### config.mk
export PLATFORM = sky130hd
export DESIGN_NAME = ring_vc_input_port
export DESIGN_NICKNAME = d
export VERILOG_FILES = /design/src/rtl/ring_vc_input_port.sv
export SDC_FILE = /design/constraint.sdc
export NUM_CORES = 1
export LEC_CHECK = 0
export BUFFER_PORTS_ARGS = -buffer_cell sky130_fd_sc_hd__buf_2
export CORE_MARGIN = 2
export CORE_UTILIZATION = 50
export DETAILED_ROUTE_END_ITERATION = 8
export HOLD_SLACK_MARGIN = 0.05
export PLACE_DENSITY = 0.74
export SYNTH_ARGS = -nofsm -noshare
export SYNTH_HDL_FRONTEND = slang
export SYNTH_SLANG_ARGS = --single-unit
### constraint.sdc
create_clock -name clk -period 4.5 [get_ports clk]
set_input_delay 0.9 -clock clk [delete_from_list [all_inputs] [get_ports clk]]
set_output_delay 0.9 -clock clk [all_outputs]
set_load 0.01 [all_outputs]
### src/rtl/ring_vc_input_port.sv
// ---------------------------------------------------------------------------
// ring_vc_input_port
//
// Per-direction router input stage with NUM_VC virtual channels. Each VC has
// its own DEPTH-entry FIFO. The head flit of every non-empty VC raises a
// request towards either the local PE output (hop field == 0) or the forward
// ring output (hop field != 0). On the forward path the hop field of the
// presented flit is already decremented by one.
//
// Ports:
//   clk, rst        clock and synchronous active-high reset
//   in_valid        upstream offers a flit this cycle
//   in_vc           target VC of the offered flit (>= NUM_VC is illegal)
//   in_data         offered flit
//   in_ready        combinational; FIFO[in_vc] has a free entry this cycle
//   req_fwd[v]      VC v head wants the forward ring output
//   req_pe[v]       VC v head wants the local PE output
//   grant_fwd[v]    forward arbiter grant for VC v
//   grant_pe[v]     PE arbiter grant for VC v
//   data_out        head flit of VC v at [v*DATA_WIDTH +: DATA_WIDTH]
//   occupancy       per-VC entry count, $clog2(DEPTH+1) bits per VC
//   stat_flits      saturating accepted-flit counter
//
// Optional feature macro: RING_VC_INPUT_STATS_EN
//   defined   -> stat_flits counts accepted pushes, saturating at 16'hFFFF
//   undefined -> stat_flits is tied to zero and no counter exists
// ---------------------------------------------------------------------------
module ring_vc_input_port #(
  parameter int DATA_WIDTH = 64,
  parameter int NUM_VC     = 2,
  parameter int DEPTH      = 2,
  parameter int HOP_LSB    = 48,
  parameter int HOP_W      = 8,
  parameter int VC_W       = 1
) (
  input  logic                                  clk,
  input  logic                                  rst,
  input  logic                                  in_valid,
  input  logic [VC_W-1:0]                       in_vc,
  input  logic [DATA_WIDTH-1:0]                 in_data,
  output logic                                  in_ready,
  output logic [NUM_VC-1:0]                     req_fwd,
  output logic [NUM_VC-1:0]                     req_pe,
  input  logic [NUM_VC-1:0]                     grant_fwd,
  input  logic [NUM_VC-1:0]                     grant_pe,
  output logic [NUM_VC*DATA_WIDTH-1:0]          data_out,
  output logic [NUM_VC*$clog2(DEPTH+1)-1:0]     occupancy,
  output logic [15:0]                           stat_flits
);

  localparam int CNT_W = $clog2(DEPTH + 1);
  localparam int PTR_W = (DEPTH > 1) ? $clog2(DEPTH) : 1;

  // Storage and per-VC bookkeeping
  logic [DATA_WIDTH-1:0] mem_q     [NUM_VC][DEPTH];
  logic [DATA_WIDTH-1:0] mem_d     [NUM_VC][DEPTH];
  logic [PTR_W-1:0]      rd_ptr_q  [NUM_VC];
  logic [PTR_W-1:0]      rd_ptr_d  [NUM_VC];
  logic [PTR_W-1:0]      wr_ptr_q  [NUM_VC];
  logic [PTR_W-1:0]      wr_ptr_d  [NUM_VC];
  logic [CNT_W-1:0]      count_q   [NUM_VC];
  logic [CNT_W-1:0]      count_d   [NUM_VC];
  // Last presented head per VC, so data_out holds its value once a VC drains
  logic [DATA_WIDTH-1:0] last_q    [NUM_VC];
  logic [DATA_WIDTH-1:0] last_d    [NUM_VC];

  logic [DATA_WIDTH-1:0] head      [NUM_VC];
  logic [DATA_WIDTH-1:0] head_out  [NUM_VC];
  logic [NUM_VC-1:0]     non_empty;
  logic [NUM_VC-1:0]     hop_zero;
  logic [NUM_VC-1:0]     pop;
  logic [NUM_VC-1:0]     push_sel;

  // Pointer increment with wrap from DEPTH-1 back to 0 (DEPTH need not be a
  // power of two, so the natural binary overflow cannot be relied on).
  function automatic logic [PTR_W-1:0] ptr_inc(input logic [PTR_W-1:0] p);
    if (p == PTR_W'(DEPTH - 1)) begin
      return '0;
    end
    return p + PTR_W'(1);
  endfunction

  // Head decode: request direction, presented flit and pop qualification.
  // A grant only pops when it matches the output the head is requesting,
  // which also makes grants to empty VCs harmless.
  always_comb begin
    req_fwd   = '0;
    req_pe    = '0;
    pop       = '0;
    non_empty = '0;
    hop_zero  = '0;
    data_out  = '0;
    occupancy = '0;
    for (int v = 0; v < NUM_VC; v++) begin
      head[v]      = mem_q[v][rd_ptr_q[v]];
      non_empty[v] = (count_q[v] != '0);
      hop_zero[v]  = (head[v][HOP_LSB +: HOP_W] == '0);
      head_out[v]  = head[v];
      if (!hop_zero[v]) begin
        head_out[v][HOP_LSB +: HOP_W] = head[v][HOP_LSB +: HOP_W] - HOP_W'(1);
      end
      req_fwd[v] = non_empty[v] & ~hop_zero[v];
      req_pe[v]  = non_empty[v] &  hop_zero[v];
      pop[v]     = (grant_fwd[v] & req_fwd[v]) | (grant_pe[v] & req_pe[v]);
      data_out[v*DATA_WIDTH +: DATA_WIDTH] = non_empty[v] ? head_out[v] : last_q[v];
      occupancy[v*CNT_W +: CNT_W] = count_q[v];
    end
  end

  // Input acceptance looks only at the current count, so a full FIFO stays
  // not-ready even when it is popped in the same cycle. An out-of-range
  // in_vc matches no VC and therefore leaves in_ready low.
  always_comb begin
    in_ready = 1'b0;
    push_sel = '0;
    for (int v = 0; v < NUM_VC; v++) begin
      if (in_vc == VC_W'(v)) begin
        in_ready    = (count_q[v] < CNT_W'(DEPTH));
        push_sel[v] = in_valid & (count_q[v] < CNT_W'(DEPTH));
      end
    end
  end

  // Next-state for storage, pointers, counts and the held head value.
  always_comb begin
    mem_d = mem_q;
    for (int v = 0; v < NUM_VC; v++) begin
      rd_ptr_d[v] = rd_ptr_q[v];
      wr_ptr_d[v] = wr_ptr_q[v];
      count_d[v]  = count_q[v];
      last_d[v]   = non_empty[v] ? head_out[v] : last_q[v];
      if (push_sel[v]) begin
        mem_d[v][wr_ptr_q[v]] = in_data;
        wr_ptr_d[v]           = ptr_inc(wr_ptr_q[v]);
      end
      if (pop[v]) begin
        rd_ptr_d[v] = ptr_inc(rd_ptr_q[v]);
      end
      case ({push_sel[v], pop[v]})
        2'b10:   count_d[v] = count_q[v] + CNT_W'(1);
        2'b01:   count_d[v] = count_q[v] - CNT_W'(1);
        default: count_d[v] = count_q[v];
      endcase
    end
  end

  // Control state; reset empties every VC and drops any grant of that cycle.
  always_ff @(posedge clk) begin
    if (rst) begin
      for (int v = 0; v < NUM_VC; v++) begin
        rd_ptr_q[v] <= '0;
        wr_ptr_q[v] <= '0;
        count_q[v]  <= '0;
        last_q[v]   <= '0;
      end
    end else begin
      for (int v = 0; v < NUM_VC; v++) begin
        rd_ptr_q[v] <= rd_ptr_d[v];
        wr_ptr_q[v] <= wr_ptr_d[v];
        count_q[v]  <= count_d[v];
        last_q[v]   <= last_d[v];
      end
    end
  end

  // Flit storage needs no reset: an entry is only observed once written.
  always_ff @(posedge clk) begin
    mem_q <= mem_d;
  end

`ifdef RING_VC_INPUT_STATS_EN
  logic [15:0] stat_flits_q;
  logic [15:0] stat_flits_d;

  // Saturating count of accepted pushes across all VCs
  always_comb begin
    stat_flits_d = stat_flits_q;
    if ((|push_sel) && (stat_flits_q != 16'hFFFF)) begin
      stat_flits_d = stat_flits_q + 16'd1;
    end
  end

  always_ff @(posedge clk) begin
    if (rst) begin
      stat_flits_q <= '0;
    end else begin
      stat_flits_q <= stat_flits_d;
    end
  end

  assign stat_flits = stat_flits_q;
`else
  assign stat_flits = '0;
`endif

endmodule

==> flow_metrics.env <==
export IMPL_clkPwrFrac_pct=27.5
export IMPL_cts_buffer_depth=3
export IMPL_multi_input_area_um2=4070
export IMPL_swShare_pct=32.3
export IMPL_r2r_setup_slack_ps=1300
export IMPL_r2r_start="rd_ptr_q[0][1]"
export IMPL_synth_area_um2=14800
export IMPL_hp_class="reg -> reg"
export IMPL_path_clk_slew_ps=60
export IMPL_io_pins=225
export IMPL_die_y_um=176
export IMPL_cp_required_ps=3600
export IMPL_avgSynthCellArea_um2=13.5
export IMPL_instances_no_fill=1709
export IMPL_setup_slack_ps=466
export IMPL_wl_per_cell_um=17.9
export IMPL_cts_resized=0
export IMPL_end_kind="primary output"
export IMPL_grt_setup_unrepaired="false"
export IMPL_seq_area_um2=10400
export IMPL_vias=8842
export IMPL_worst_slew_pin_slew_ps=1150
export IMPL_overflow=0
export IMPL_max_freq_ghz=0.248
export IMPL_core_region_area_um2=28900
export IMPL_synth_cell_types=45
export IMPL_timing_rr_end="count_q[0][3]"
export IMPL_syn_inst=1090
export IMPL_drc=0
export IMPL_skew_ps=11.7
export IMPL_timing_final_hold_violations=0
export IMPL_ir_drop_uv=443
export IMPL_whs_path_depth=2
export IMPL_dp_cells=1635
export IMPL_final_antenna_net_count=0
export IMPL_ys_seq_area_share_pct=70.5
export IMPL_root_buffer="clkbuf_16"
export IMPL_antenna_found_initial=3
export IMPL_slew_violations=0
export IMPL_first_global_vias=8724
export IMPL_fin_crit_ps=4030
export IMPL_worst_r2r_path_depth=9
export IMPL_cts_buffers=41
export IMPL_powerDensity_nw_per_um2=642
export IMPL_port_buffers=208
export IMPL_num_fill_cells=2277
export IMPL_setup_viol=0
export IMPL_critPathKind="reg -> out"
export IMPL_dpl_hpwl_um=18900
export IMPL_hold_slack_ps=476
export IMPL_layout_drive_gt1_share_pct=22.4
export IMPL_cts_num_sinks=392
export IMPL_die_area_um2=30900
export IMPL_fin_nets=1370
export IMPL_fin_crit_sh_pct=89.6
export IMPL_cts_htree_levels=2
export IMPL_routed_wl_um=30700
export IMPL_p_seq_share_pct=41.3
export IMPL_grt_max_degree=85
export IMPL_cp_max_fo=6
export IMPL_min_to="last_q[0][115]"
export IMPL_synthArstFlopShare_pct=0
export IMPL_area_growth_pct=17.7
export IMPL_slew_headroom_pct=23.1
export IMPL_via_per_inst=5.17
export IMPL_pre_cts_slack_ps=1030
export IMPL_cts_setup_buffers=0
export IMPL_comb_power_share_pct=31.2
export IMPL_clk_latency_ps=510
export IMPL_cts_tree="built"
export IMPL_status="finished clean"
export IMPL_p_total_mw=11.1
export IMPL_fin_setup_tns_ps=0
export IMPL_grt_pass1_wl_um=47400
export IMPL_worstSetupStartpoint="rd_ptr_q[0][1]"
export IMPL_drt_pass1_iter_count=5
export IMPL_gp_congestion=0.861
export IMPL_p_int_mw=7.55
export IMPL_drtIter0Drc=691
export IMPL_leakage_nw=6.37
export IMPL_switchingPower_mw=3.60
export IMPL_worstHoldStart="last_q[0][115]"
export IMPL_synth_edf_count=256
export IMPL_critPathLaunchType="flop"
export IMPL_hold_buffers=0
export IMPL_core_rowCount=62
export IMPL_ys_warn_count=0
export IMPL_worstPathArrival_ps=3130
export IMPL_ys_flop_type="edfxtp_1"
export IMPL_die_w_um=176
export IMPL_yosys_register_bits=392
export IMPL_start_util_pct=51.1
export IMPL_max_cap_violations=0
export IMPL_track_usage_pct=19.7
## through the flow
step                cell area (µm²)  util, %
finish                        17400     60.2
global route                  17400     60.2
CTS                           17400     60.2
detailed placement            16200     56.0
global placement              16200     56.0
floorplan                     14800        -
## synth_stat cells, types with 5 or more instances
master    instances  area [µm²]
edfxtp_1        256        7690
dfxtp_1         136        2720
mux2i_1         130        1300
nand2_1         124         465
nor2b_1         122         763
o21ai_0         117         586
clkbuf_1         42         158
nor2_1           24        90.1
buf_2            17        85.1
buf_4            16         120
nor3_1           14        70.1
a21oi_1          12        60.1
xnor2_1           9        78.8
nor3b_1           8        60.1
xor2_1            7        61.3
mux2_2            5        56.3
## cell families (layout without fill, tap and decap cells)
logic type / after synthesis / in the layout / synth area share, %
flops: 392 / 392 / 70.5
simple gates: 312 / 312 / 10.8
compound gates: 150 / 150 / 5.49
mux: 136 / 136 / 9.30
buf+inv: 79 / 298 / 2.56
xor+xnor: 16 / 16 / 0.950
fa+ha+maj: 4 / 4 / 0.339
other cells: 1 / 17 / 0.0254
## worst max-delay path by stage
| stage | to | slack, ps | depth (start not counted) |
|---|---|---|---|
| floorplan | mem_q[192] | 30 | 3 |
| global placement | data_out[113] | 1060 | 8 |
| detailed placement | data_out[113] | 1030 | 8 |
| CTS | data_out[113] | 470 | 8 |
| global route | data_out[113] | 290 | 8 |
| finish | data_out[113] | 470 | 8 |
## final cells by class
cell class                      count  area share, %
Inverter                            2         0.0432
Sequential cell                   392           60.0
Tap cell                          384           2.77
Antenna cell                        1         0.0144
Multi-Input combinational cell    634           23.4
Clock buffer                       65           6.77
Timing Repair Buffer              223           6.80
Clock inverter                      8          0.238
## critical path: stages (launching register included)
cell and delay (ps):
dfxtp_4 370, mux2i_1 340, ha_1 260, or4bb_1 560, a21o_1 230, nor2_4 200, mux2_2 380, a21oi_1 140
buf_2 140
## state kept, by name, indices dropped and copies added, names as in the netlist
register and cells:
last_q 128, count_q 4, mem_q 256, wr_ptr_q 2, rd_ptr_q 2
## cells in the final DEF, fill, tap and decap left out, types with 9 or more instances in the layout
cell type,netlist,routed
dfxtp_1,136,134
mux2i_1,130,130
a21oi_1,12,12
nand2_1,124,124
edfxtp_1,256,256
clkbuf_16,0,41
buf_2,17,207
o21ai_0,117,117
clkbuf_1,42,18
nor2_1,24,19
nor3_1,14,14
xnor2_1,9,9
conb_1,1,16
buf_4,16,14
nor2b_1,122,122
## metal layers
metal	global-route usage (%)	routed length [µm]
met5	0	23
met4	5.85	719
met3	4.55	2060
met2	32.8	14300
met1	25.9	13500
## power groups by stage
stage	Clock, mW	Sequential [mW]	Combinational, mW
final	3.07	4.60	3.48
after detailed placement	0	4.68	3.50
after CTS	3.13	4.61	3.53
after global routing	3.27	4.65	3.83
after floorplan	0	4.62	2.21
after global placement	0	4.65	3.43
Power figures use the tool's default switching activity.
